==> src/rtl/tdc_readout_seq.sv <==
// ---------------------------------------------------------------------------
// tdc_readout_seq : slice-serial TDC thermometer readout with popcount,
// first-zero and bubble detection on a valid/ready result port.   Rev 1.0
// ---------------------------------------------------------------------------
`default_nettype none

module tdc_readout_seq #(
  parameter int N_DELAY = 128,
  parameter int SETTLE  = 2,
  parameter int CNT_W   = 8
) (
  input  logic             clk,
  input  logic             rst_n,
  input  logic             i_trig,
  output logic [4:0]       o_sel,
  input  logic [7:0]       i_slice,
  output logic             o_busy,
  output logic             o_valid,
  input  logic             i_ready,
  output logic [CNT_W-1:0] o_count,
  output logic             o_bubble,
  output logic [CNT_W-1:0] o_first0
);

  localparam int              N_SLICE  = N_DELAY / 8;
  localparam logic [4:0]      LAST_SEL = 5'(N_SLICE - 1);
  localparam int              SET_W    = (SETTLE > 1) ? $clog2(SETTLE) : 1;
  localparam logic [SET_W-1:0] SET_LOAD = (SETTLE > 0) ? SET_W'(SETTLE - 1) : '0;
  localparam logic [CNT_W-1:0] NO_ZERO = CNT_W'(N_DELAY);

  typedef enum logic [2:0] {
    ST_IDLE   = 3'd0,
    ST_SETTLE = 3'd1,
    ST_SAMPLE = 3'd2,
    ST_DECODE = 3'd3,
    ST_HOLD   = 3'd4
  } state_t;

  // With no settle time every slice step goes straight to sampling.
  localparam state_t STEP_ST = (SETTLE > 0) ? ST_SETTLE : ST_SAMPLE;

  state_t           state_q;
  logic [4:0]       sel_q;
  logic [SET_W-1:0] wait_q;
  logic             busy_q;
  logic             valid_q;
  logic [CNT_W-1:0] count_q;
  logic             bubble_q;
  logic [CNT_W-1:0] first0_q;

  logic [CNT_W-1:0] acc_cnt_q,    acc_cnt_d;
  logic             acc_seen0_q,  acc_seen0_d;
  logic             acc_bubble_q, acc_bubble_d;
  logic [CNT_W-1:0] acc_first0_q, acc_first0_d;
  logic [CNT_W-1:0] slice_base;

  assign slice_base = CNT_W'({sel_q, 3'b000});

  // Fold the current slice into the running result, LSB first.
  always_comb begin
    acc_cnt_d    = acc_cnt_q;
    acc_seen0_d  = acc_seen0_q;
    acc_bubble_d = acc_bubble_q;
    acc_first0_d = acc_first0_q;
    for (int b = 0; b < 8; b++) begin
      acc_cnt_d = acc_cnt_d + CNT_W'(i_slice[b]);
      if (!i_slice[b]) begin
        if (!acc_seen0_d) begin
          acc_first0_d = slice_base + CNT_W'(b);
        end
        acc_seen0_d = 1'b1;
      end else if (acc_seen0_d) begin
        acc_bubble_d = 1'b1;
      end
    end
  end

  always_ff @(posedge clk) begin
    if (!rst_n) begin
      state_q      <= ST_IDLE;
      sel_q        <= '0;
      wait_q       <= '0;
      busy_q       <= 1'b0;
      valid_q      <= 1'b0;
      count_q      <= '0;
      bubble_q     <= 1'b0;
      first0_q     <= '0;
      acc_cnt_q    <= '0;
      acc_seen0_q  <= 1'b0;
      acc_bubble_q <= 1'b0;
      acc_first0_q <= '0;
    end else begin
      case (state_q)
        ST_IDLE: begin
          if (i_trig) begin
            acc_cnt_q    <= '0;
            acc_seen0_q  <= 1'b0;
            acc_bubble_q <= 1'b0;
            acc_first0_q <= '0;
            wait_q       <= SET_LOAD;
            busy_q       <= 1'b1;
            state_q      <= STEP_ST;
          end
        end
        ST_SETTLE: begin
          if (wait_q == '0) begin
            state_q <= ST_SAMPLE;
          end else begin
            wait_q <= wait_q - SET_W'(1);
          end
        end
        ST_SAMPLE: begin
          acc_cnt_q    <= acc_cnt_d;
          acc_seen0_q  <= acc_seen0_d;
          acc_bubble_q <= acc_bubble_d;
          acc_first0_q <= acc_first0_d;
          if (sel_q == LAST_SEL) begin
            sel_q   <= '0;
            state_q <= ST_DECODE;
          end else begin
            sel_q   <= sel_q + 5'd1;
            wait_q  <= SET_LOAD;
            state_q <= STEP_ST;
          end
        end
        ST_DECODE: begin
          count_q  <= acc_cnt_q;
          bubble_q <= acc_bubble_q;
          first0_q <= acc_seen0_q ? acc_first0_q : NO_ZERO;
          valid_q  <= 1'b1;
          busy_q   <= 1'b0;
          state_q  <= ST_HOLD;
        end
        ST_HOLD: begin
          if (i_ready) begin
            valid_q <= 1'b0;
            state_q <= ST_IDLE;
          end
        end
        default: begin
          state_q <= ST_IDLE;
        end
      endcase
    end
  end

  assign o_sel    = sel_q;
  assign o_busy   = busy_q;
  assign o_valid  = valid_q;
  assign o_count  = count_q;
  assign o_bubble = bubble_q;
  assign o_first0 = first0_q;

endmodule

`default_nettype wire

==> config.mk <==
export PLATFORM = sky130hd
export DESIGN_NAME = tdc_readout_seq
export DESIGN_NICKNAME = d
export VERILOG_FILES = /design/src/rtl/tdc_readout_seq.sv
export SDC_FILE = /design/constraint.sdc
export NUM_CORES = 1
export LEC_CHECK = 0
export ABC_AREA = 1
export CORE_MARGIN = 4
export CORE_UTILIZATION = 53
export DETAILED_ROUTE_END_ITERATION = 10
export GPL_TIMING_DRIVEN = 0
export HOLD_SLACK_MARGIN = 0.15
export PLACE_DENSITY_LB_ADDON = 0.25
export SLEW_MARGIN = 20
export SYNTH_ARGS = -nofsm -noshare
export SYNTH_HDL_FRONTEND = slang
export SYNTH_SLANG_ARGS = --single-unit
==> constraint.sdc <==
create_clock -name clk -period 5.3 [get_ports clk]
set_clock_uncertainty 0.1 [all_clocks]
set_input_delay 1.325 -clock clk [delete_from_list [all_inputs] [get_ports clk]]
set_output_delay 1.325 -clock clk [all_outputs]
set_load 0.02 [all_outputs]
==> results of run 1 <==
==> worst max-delay path, delay by kind of cell <==
kind	cells	cell delay, ps
simple gates	2	210
fa+ha+maj	5	2300
compound gates	3	510
buf+inv	3	700
==> flip-flops by register name (all words and copies together) (netlist names) <==
| register | count |
|---|---|
| o_bubble | 1 |
| o_count | 8 |
| o_valid | 1 |
| state_q | 3 |
| o_first0 | 8 |
| acc_first0_q | 8 |
| o_busy | 1 |
| wait_q | 1 |
| acc_bubble_q | 1 |
| acc_seen0_q | 1 |
| o_sel | 5 |
| acc_cnt_q | 8 |
==> logic make-up (layout without fill, tap and decap cells) <==
kind of cell / count (synthesis) / after routing / share of synthesized area (%)
adders and majority gates: 12 / 12 / 8.21
AOI/OAI and AO/OA: 84 / 84 / 21.0
and+or+nand+nor: 112 / 112 / 22.5
DFF: 46 / 46 / 40.3
buffers and inverters: 45 / 87 / 7.67
xor gates and xnor gates: 1 / 1 / 0.383
==> final timing paths <==
path | start | to | cells after the start
setup / recovery | i_slice[0] | acc_cnt_q[6]$_SDFFE_PN0P_ | 13
hold / removal | o_first0[7]$_SDFFE_PN0P_ | o_first0[7]$_SDFFE_PN0P_ | 2
setup reg to reg | acc_cnt_q[0]$_SDFFE_PN0P_ | acc_cnt_q[6]$_SDFFE_PN0P_ | 11
hold reg to reg | o_first0[7]$_SDFFE_PN0P_ | o_first0[7]$_SDFFE_PN0P_ | 2
==> where the power goes <==
group	internal [W]	switching [W]	total, W
sequential	0.000353	0.00000545	0.000359
clock	0.0000927	0.000124	0.000217
combinational	0.0000436	0.0000705	0.000114
total	0.000489	0.000200	0.000690
==> routing by layer <==
| layer | up-vias | share of wire (%) |
|---|---|---|
| met5 | - | 0 |
| met1 | 1012 | 44 |
| met3 | 10 | 5.5 |
| li1 | 1094 | - |
| met4 | 0 | 1.5 |
| met2 | 56 | 49 |
==> through the flow <==
step                area [µm²]  setup WS [ps]  instances  utilization [%]  hold slack [ps]
finish                    2780            355        392             68.0              365
global placement          2690            131        384             65.8              349
global route              2780            170        392             68.0              388
floorplan                 2280            899        300                -              344
detailed placement        2690           59.2        384             65.8              355
CTS                       2780            376        392             68.0              370
==> layout make-up <==
| class | instances | share of cell area [%] |
|---|---|---|
| inverter | 35 | 4.73 |
| timing repair buffer | 34 | 12.3 |
| clock inverter | 3 | 0.766 |
| tap | 50 | 2.25 |
| sequential | 46 | 33.2 |
| clock buffer | 5 | 2.48 |
| buffer | 10 | 1.58 |
| multi-input combinational | 209 | 42.8 |
==> layout by cell type, fill, tap and decap left out, types with 3 or more instances in the layout <==
cell type and instances:
nor3_1 7, nand4_1 4, a21oi_1 34, o21ai_0 28
buf_1 4, nand2_1 39, fa_1 5, nor2_1 32
clkbuf_8 5, nand3_1 18, inv_1 31, buf_2 5
inv_2 4, clkdlybuf4s50_1 34, nand3_2 3, dfxtp_1 46
a21oi_2 4, o211ai_1 4, ha_1 7, nor2_2 3
==> metrics.md, run 1 <==
| Metric | Value |
|---|---|
| Die X | `73.7 µm` |
| FP Rows | `23` |
| Most frequent cells after synthesis | `dfxtp_1, nand2_1, a21oi_1` |
| Routability cong. | `0.905` |
| DPL Wire Length | `4270 µm` |
| Initial DRT Pass Iterations | `4` |
| Antenna cells | `0` |
| Static Leak | `1.09 nW` |
| Postcts setup bufs | `0` |
| CTS Hold Bufs | `0` |
| Setup Viol. Count Final | `0` |
| Register area share after synthesis | `40.3%` |
| Post-layout power | `0.000690 W` |
| Routing usage on met3 | `4.65%` |
| Multi-input combinational cell area | `0.00119 mm²` |
| Share of post-route cells with drive strength above 1 | `9.36%` |
| Post-Synthesis Cell Area | `between 0.002 and 0.0025 mm²` |
| Flip-flop and latch count after synthesis | `46` |
| Ports | `36` |
| Post-DRT Antenna Nets | `0` |
| Primary FF master, synth | `dfxtp_1` |
| Fill cell count | `378` |
| Overall die area | `0.00543 mm²` |
| Layout Nets | `365` |
| Overflow after GRT | `0` |
| PwrDens | `~250 mW/mm²` |
| Cells after Synth | `300` |
| Final period utilization | `93.3%` |
| Busiest metal layer after global routing | `met2` |
| Clock buffer depth | `2` |
| Vias in the first global route | `2066` |
| Clock transition at the registers of the reported paths | `90 ps` |
| Total number of vias | `between 2000 and 2500` |
| FFs w/ async S/R, synth | `0%` |
| Crit Path Max Fanout | `6` |
| Top cells by area, synth | `dfxtp_1, a21oi_1, nand2_1` |
| Total CTS buffers | `5` |
| Met1 usage | `30.2%` |
| Slew HR | `59.0%` |
| Slew @ Worst Pin | `614 ps` |
| Mean Syn Cell Area | `7.62 µm²` |
| Nature of the critical path endpoint | `flip-flop` |
| Clk sinks | `46` |
| Fmax | `0.202 GHz` |
| HP Class | `flip-flop to flip-flop` |
| Status | `completed` |
| Dominant cell type by area after synthesis | `dfxtp_1` |
| Post-synthesis net count | `324` |
| Initial DRC count | `146` |
| I/O Buffers | `34` |
| Hold Fails Final Rpt | `0` |
| Core footprint | `around 0.0041 mm²` |
| Worst-skew pair later-pin latency | `310 ps` |
| Share of the synthesized area in the top cell type | `40.3%` |
| Initial antenna violation count | `0` |
| Root buffer cell | `clkbuf_8` |
| Die Y | `73.7 µm` |
| Crit path largest cell delay | `590 ps` |
| Area Growth Syn to Fin | `21.6%` |
| Largest net degree at the start of global routing | `16` |
| TNS Setup | `0 ps` |
| # DRC | `0` |
| CP Launch Type | `input pin` |
| YS warnings | `0` |
| WP data required | `around 5400 ps` |
| Most numerous cell in the Yosys netlist | `dfxtp_1` |
| Drt total wl | `5670 µm` |
| EDFF count, synth | `0` |
| GRT met2 Usage | `37.3%` |
| Flop2flop setup slack | `2150 ps` |
| First-pass GRT wire length | `9530 µm` |
| Most common cell on crit path | `fa_1` |
| Final Critical Period | `about 4900 ps` |
| Arrival time at the worst endpoint | `5050 ps` |
| Gr usage total | `a little under a quarter` |
| H-tree levels | `2` |
| Unrepaired setup endpoints after global routing | `no` |
| Post_cts resized | `0` |
| Crit-path cells | `clkdlybuf4s50_1 -> fa_1 -> inv_1 -> fa_1 -> fa_1 -> fa_1 -> fa_1 -> inv_1 -> nand3_1 -> a21oi_1 -> nand3_1 -> o21ai_0 -> a21oi_1` |
| Starting Density | `55.9%` |
| Vias/cell | `around 5.5` |
| DR WL/cell | `~14 µm` |
| CTS tree | `built` |
| Cell variety after synth | `34` |
| Area occupied by registers | `921 µm²` |
| Slowest-stage cell, CP | `fa_1` |
| Max-cap viol count | `0` |
| Critical path type | `input pin to flip-flop` |
| Maximum VDD drop | `0.153 mV` |
| Final Max Slew Viols | `0` |
Note: power is estimated with default switching activity, not from simulation.
==> run 2: changes to the inputs <==
--- a/config.mk
+++ b/config.mk
@@ -6,11 +6,11 @@
 export NUM_CORES = 1
 export LEC_CHECK = 0
 export ABC_AREA = 1
+export CAP_MARGIN = 15
 export CORE_MARGIN = 4
 export CORE_UTILIZATION = 53
 export DETAILED_ROUTE_END_ITERATION = 10
 export GPL_TIMING_DRIVEN = 0
-export HOLD_SLACK_MARGIN = 0.15
 export PLACE_DENSITY_LB_ADDON = 0.25
 export SLEW_MARGIN = 20
 export SYNTH_ARGS = -nofsm -noshare
==> results of run 2 <==
Same layout as run 1: the final DEF is identical, and so are final timing and power.
==> run 3: changes to the inputs <==
--- a/config.mk
+++ b/config.mk
@@ -8,7 +8,7 @@
 export ABC_AREA = 1
 export CAP_MARGIN = 15
 export CORE_MARGIN = 4
-export CORE_UTILIZATION = 53
+export CORE_UTILIZATION = 50
 export DETAILED_ROUTE_END_ITERATION = 10
 export GPL_TIMING_DRIVEN = 0
 export PLACE_DENSITY_LB_ADDON = 0.25
@@ -16,3 +16,4 @@
 export SYNTH_ARGS = -nofsm -noshare
 export SYNTH_HDL_FRONTEND = slang
 export SYNTH_SLANG_ARGS = --single-unit
+export TNS_END_PERCENT = 5
==> run 3 against run 2 <==
  * Fmax shrank 0.98%
  * Combinational power hardly changed
  * Total power up 5.8%
  * Worst setup slack lost 49 ps
  * Cell area grew 0.81%
  * Sequential share of layout area decreased by 0.27 points
  * Flip-flop and latch count did not move
  * Utilization shrank 4.1 points
  * Die area up 5.3%
  * Count of clock-buffer cells in the layout rose by 1
  * Via count decreased by 2.7%
  * Highest routed layer unchanged
==> metrics.md, run 3 (synthesis gave the netlist of run 1 again) <==
| Metric | Value |
|---|---|
| Post-DRT Antenna Nets | `0 (unchanged)` |
| Post-Layout Inst Area | `0.00280 mm² (was 0.00278 mm²)` |
| HP Class | `flip-flop to flip-flop (unchanged)` |
| Most frequent cells in the layout | `dfxtp_1, nand2_1, a21oi_1, clkdlybuf4s50_1, nor2_1 (unchanged)` |
| CTS Hold Bufs | `0 (unchanged)` |
| Final Max Slew Viols | `0 (unchanged)` |
| Commonest non-fill, non-tap cell in the layout | `dfxtp_1 (unchanged)` |
| Clk sinks | `46 (unchanged)` |
| Max-cap viol count | `0 (unchanged)` |
| Die X | `75.6 µm (was 73.7 µm)` |
| Starting Density | `52.1% (was 55.9%)` |
| DR WL/cell | `13.7 µm (was 14.5 µm)` |
| I/O Buffers | `34 (unchanged)` |
| Drt total wl | `5390 µm (was 5670 µm)` |
| WP data required | `5390 ps (was 5400 ps)` |
| Nature of the critical path endpoint | `flip-flop (unchanged)` |
| Post_cts resized | `0 (unchanged)` |
| Clock buffer depth | `2 (unchanged)` |
| Status | `completed (unchanged)` |
| Gr usage total | `21.0% (was 23.0%)` |
| Delay-heaviest family, CP | `adder cells (unchanged)` |
| PwrDens | `261 mW/mm² (was 248 mW/mm²)` |
| TNS Setup | `0 ps (unchanged)` |
| Placed inst area | `0.00269 mm² (about the same)` |
| Crit-path cells | `clkdlybuf4s50_1 -> fa_1 -> inv_1 -> fa_1 -> fa_1 -> fa_1 -> fa_1 -> inv_1 -> nand3_1 -> a21oi_1 -> nand3_1 -> o21ai_0 -> a21oi_1 (unchanged)` |
| Routability cong. | `0.892 (was 0.905)` |
| Share of post-route cells with drive strength above 1 | `9.06% (was 9.36%)` |
| Setup WS pre-CTS | `51.5 ps (was 59.2 ps)` |
| Core footprint | `0.00438 mm² (was 0.00409 mm²)` |
| Arrival time at the worst endpoint | `5090 ps (was 5050 ps)` |
| Static Leak | `1.10 nW (was 1.09 nW)` |
| Total number of vias | `2113 (was 2172)` |
| Layout Nets | `365 (unchanged)` |
| FP Rows | `24 (was 23)` |
| Worst-skew pair later-pin latency | `300 ps (was 310 ps)` |
| Slew HR | `60.5% (was 59.0%)` |
| Total CTS buffers | `5 (unchanged)` |
| Initial DRC count | `194 (was 146)` |
| Clock transition at the registers of the reported paths | `90 ps (about the same)` |
| Slew @ Worst Pin | `593 ps (was 614 ps)` |
| Hold Fails Final Rpt | `0 (unchanged)` |
| Ports | `36 (unchanged)` |
| Antenna cells | `0 (unchanged)` |
| Crit Path Max Fanout | `6 (unchanged)` |
| Vias/cell | `5.36 (was 5.54)` |
| Maximum VDD drop | `0.160 mV (was 0.153 mV)` |
| WHS | `367 ps (was 365 ps)` |
| Setup Viol. Count Final | `0 (unchanged)` |
| Initial DRT Pass Iterations | `4 (unchanged)` |
| Overflow after GRT | `0 (unchanged)` |
| Vias in the first global route | `1990 (was 2066)` |
| WP buf/inv | `3 (unchanged)` |
| Most common cell on crit path | `fa_1 (unchanged)` |
| CP Launch Type | `input pin (unchanged)` |
| Area Growth Syn to Fin | `22.6% (was 21.6%)` |
| Final Critical Period | `4990 ps (was 4940 ps)` |
| First-pass GRT wire length | `9130 µm (was 9530 µm)` |
| Crit path largest cell delay | `590 ps (about the same)` |
| Initial antenna violation count | `0 (unchanged)` |
| Flop2flop setup slack | `2130 ps (was 2150 ps)` |
| Die Y | `75.6 µm (was 73.7 µm)` |
| Slowest-stage cell, CP | `fa_1 (unchanged)` |
| Root buffer cell | `clkbuf_8 (unchanged)` |
| CTS tree | `built (unchanged)` |
| Fill cell count | `409 (was 378)` |
| DPL Wire Length | `4090 µm (was 4270 µm)` |
| Fmax | `0.200 GHz (was 0.202 GHz)` |
| PnR worst setup slack | `306 ps (was 355 ps)` |
| Postcts setup bufs | `0 (unchanged)` |
| Overall die area | `0.00571 mm² (was 0.00543 mm²)` |
| Largest net degree at the start of global routing | `15 (was 16)` |
| Final period utilization | `94.2% (was 93.3%)` |
| H-tree levels | `2 (unchanged)` |
| Final core utilization | `63.9% (was 68.0%)` |
| Critical path type | `input pin to flip-flop (unchanged)` |
| # DRC | `0 (unchanged)` |
| Unrepaired setup endpoints after global routing | `no (unchanged)` |
==> run 3: routing by layer <==
layer  global-route usage (%)  part of all wire, %  up-vias  wire length, µm
li1                         -                    -     1091                -
met1                     29.2                   47      968             2540
met2                     32.1                   47       50             2520
met3                     4.35                  5.2        4              280
met4                     7.77                 0.98        0               53
met5                        0                    0        -                0
==> run 3: worst paths after layout <==
kind                                           startpoint                         to  cells past startpoint
worst max-delay path                           i_slice[0]  acc_cnt_q[6]$_SDFFE_PN0P_                     13
worst min-delay path             o_first0[4]$_SDFFE_PN0P_   o_first0[4]$_SDFFE_PN0P_                      2
worst max register to register  acc_cnt_q[0]$_SDFFE_PN0P_  acc_cnt_q[6]$_SDFFE_PN0P_                     11
worst min register to register   o_first0[4]$_SDFFE_PN0P_   o_first0[4]$_SDFFE_PN0P_                      2
==> run 3: per-stage QoR <==
step | std cells | power [W]
2_1_floorplan | 300 | 0.000441
3_3_place_gp | 386 | 0.000477
3_5_place_dp | 386 | 0.000478
4_1_cts | 394 | 0.000735
5_1_grt | 394 | 0.000768
6_report | 394 | 0.000730
==> run 3: cell type report <==
type	count	area [µm²]	area share, %
sequential	46	921	32.9
buffer	10	43.8	1.56
inverter	35	131	4.69
multi-input combinational	209	1190	42.4
timing repair buffer	34	340	12.2
clock inverter	2	37.5	1.34
clock buffer	6	72.6	2.59
tap	52	65.1	2.32
==> run 3: worst min-delay path: cells and delay by family (launching register included) <==
family          cells  cell delay, ps
compound gates      1              50
flops               1             320
simple gates        1              60
==> run 3: report_power, final <==
| part | switching [W] | leakage, nW | internal [W] |
|---|---|---|---|
| Combinational | 0.0000687 | 0.675 | 0.0000432 |
| Sequential | 0.00000518 | 0.372 | 0.000353 |
| Clock | 0.000119 | 0.0514 | 0.000141 |
| Total | 0.000193 | 1.10 | 0.000537 |
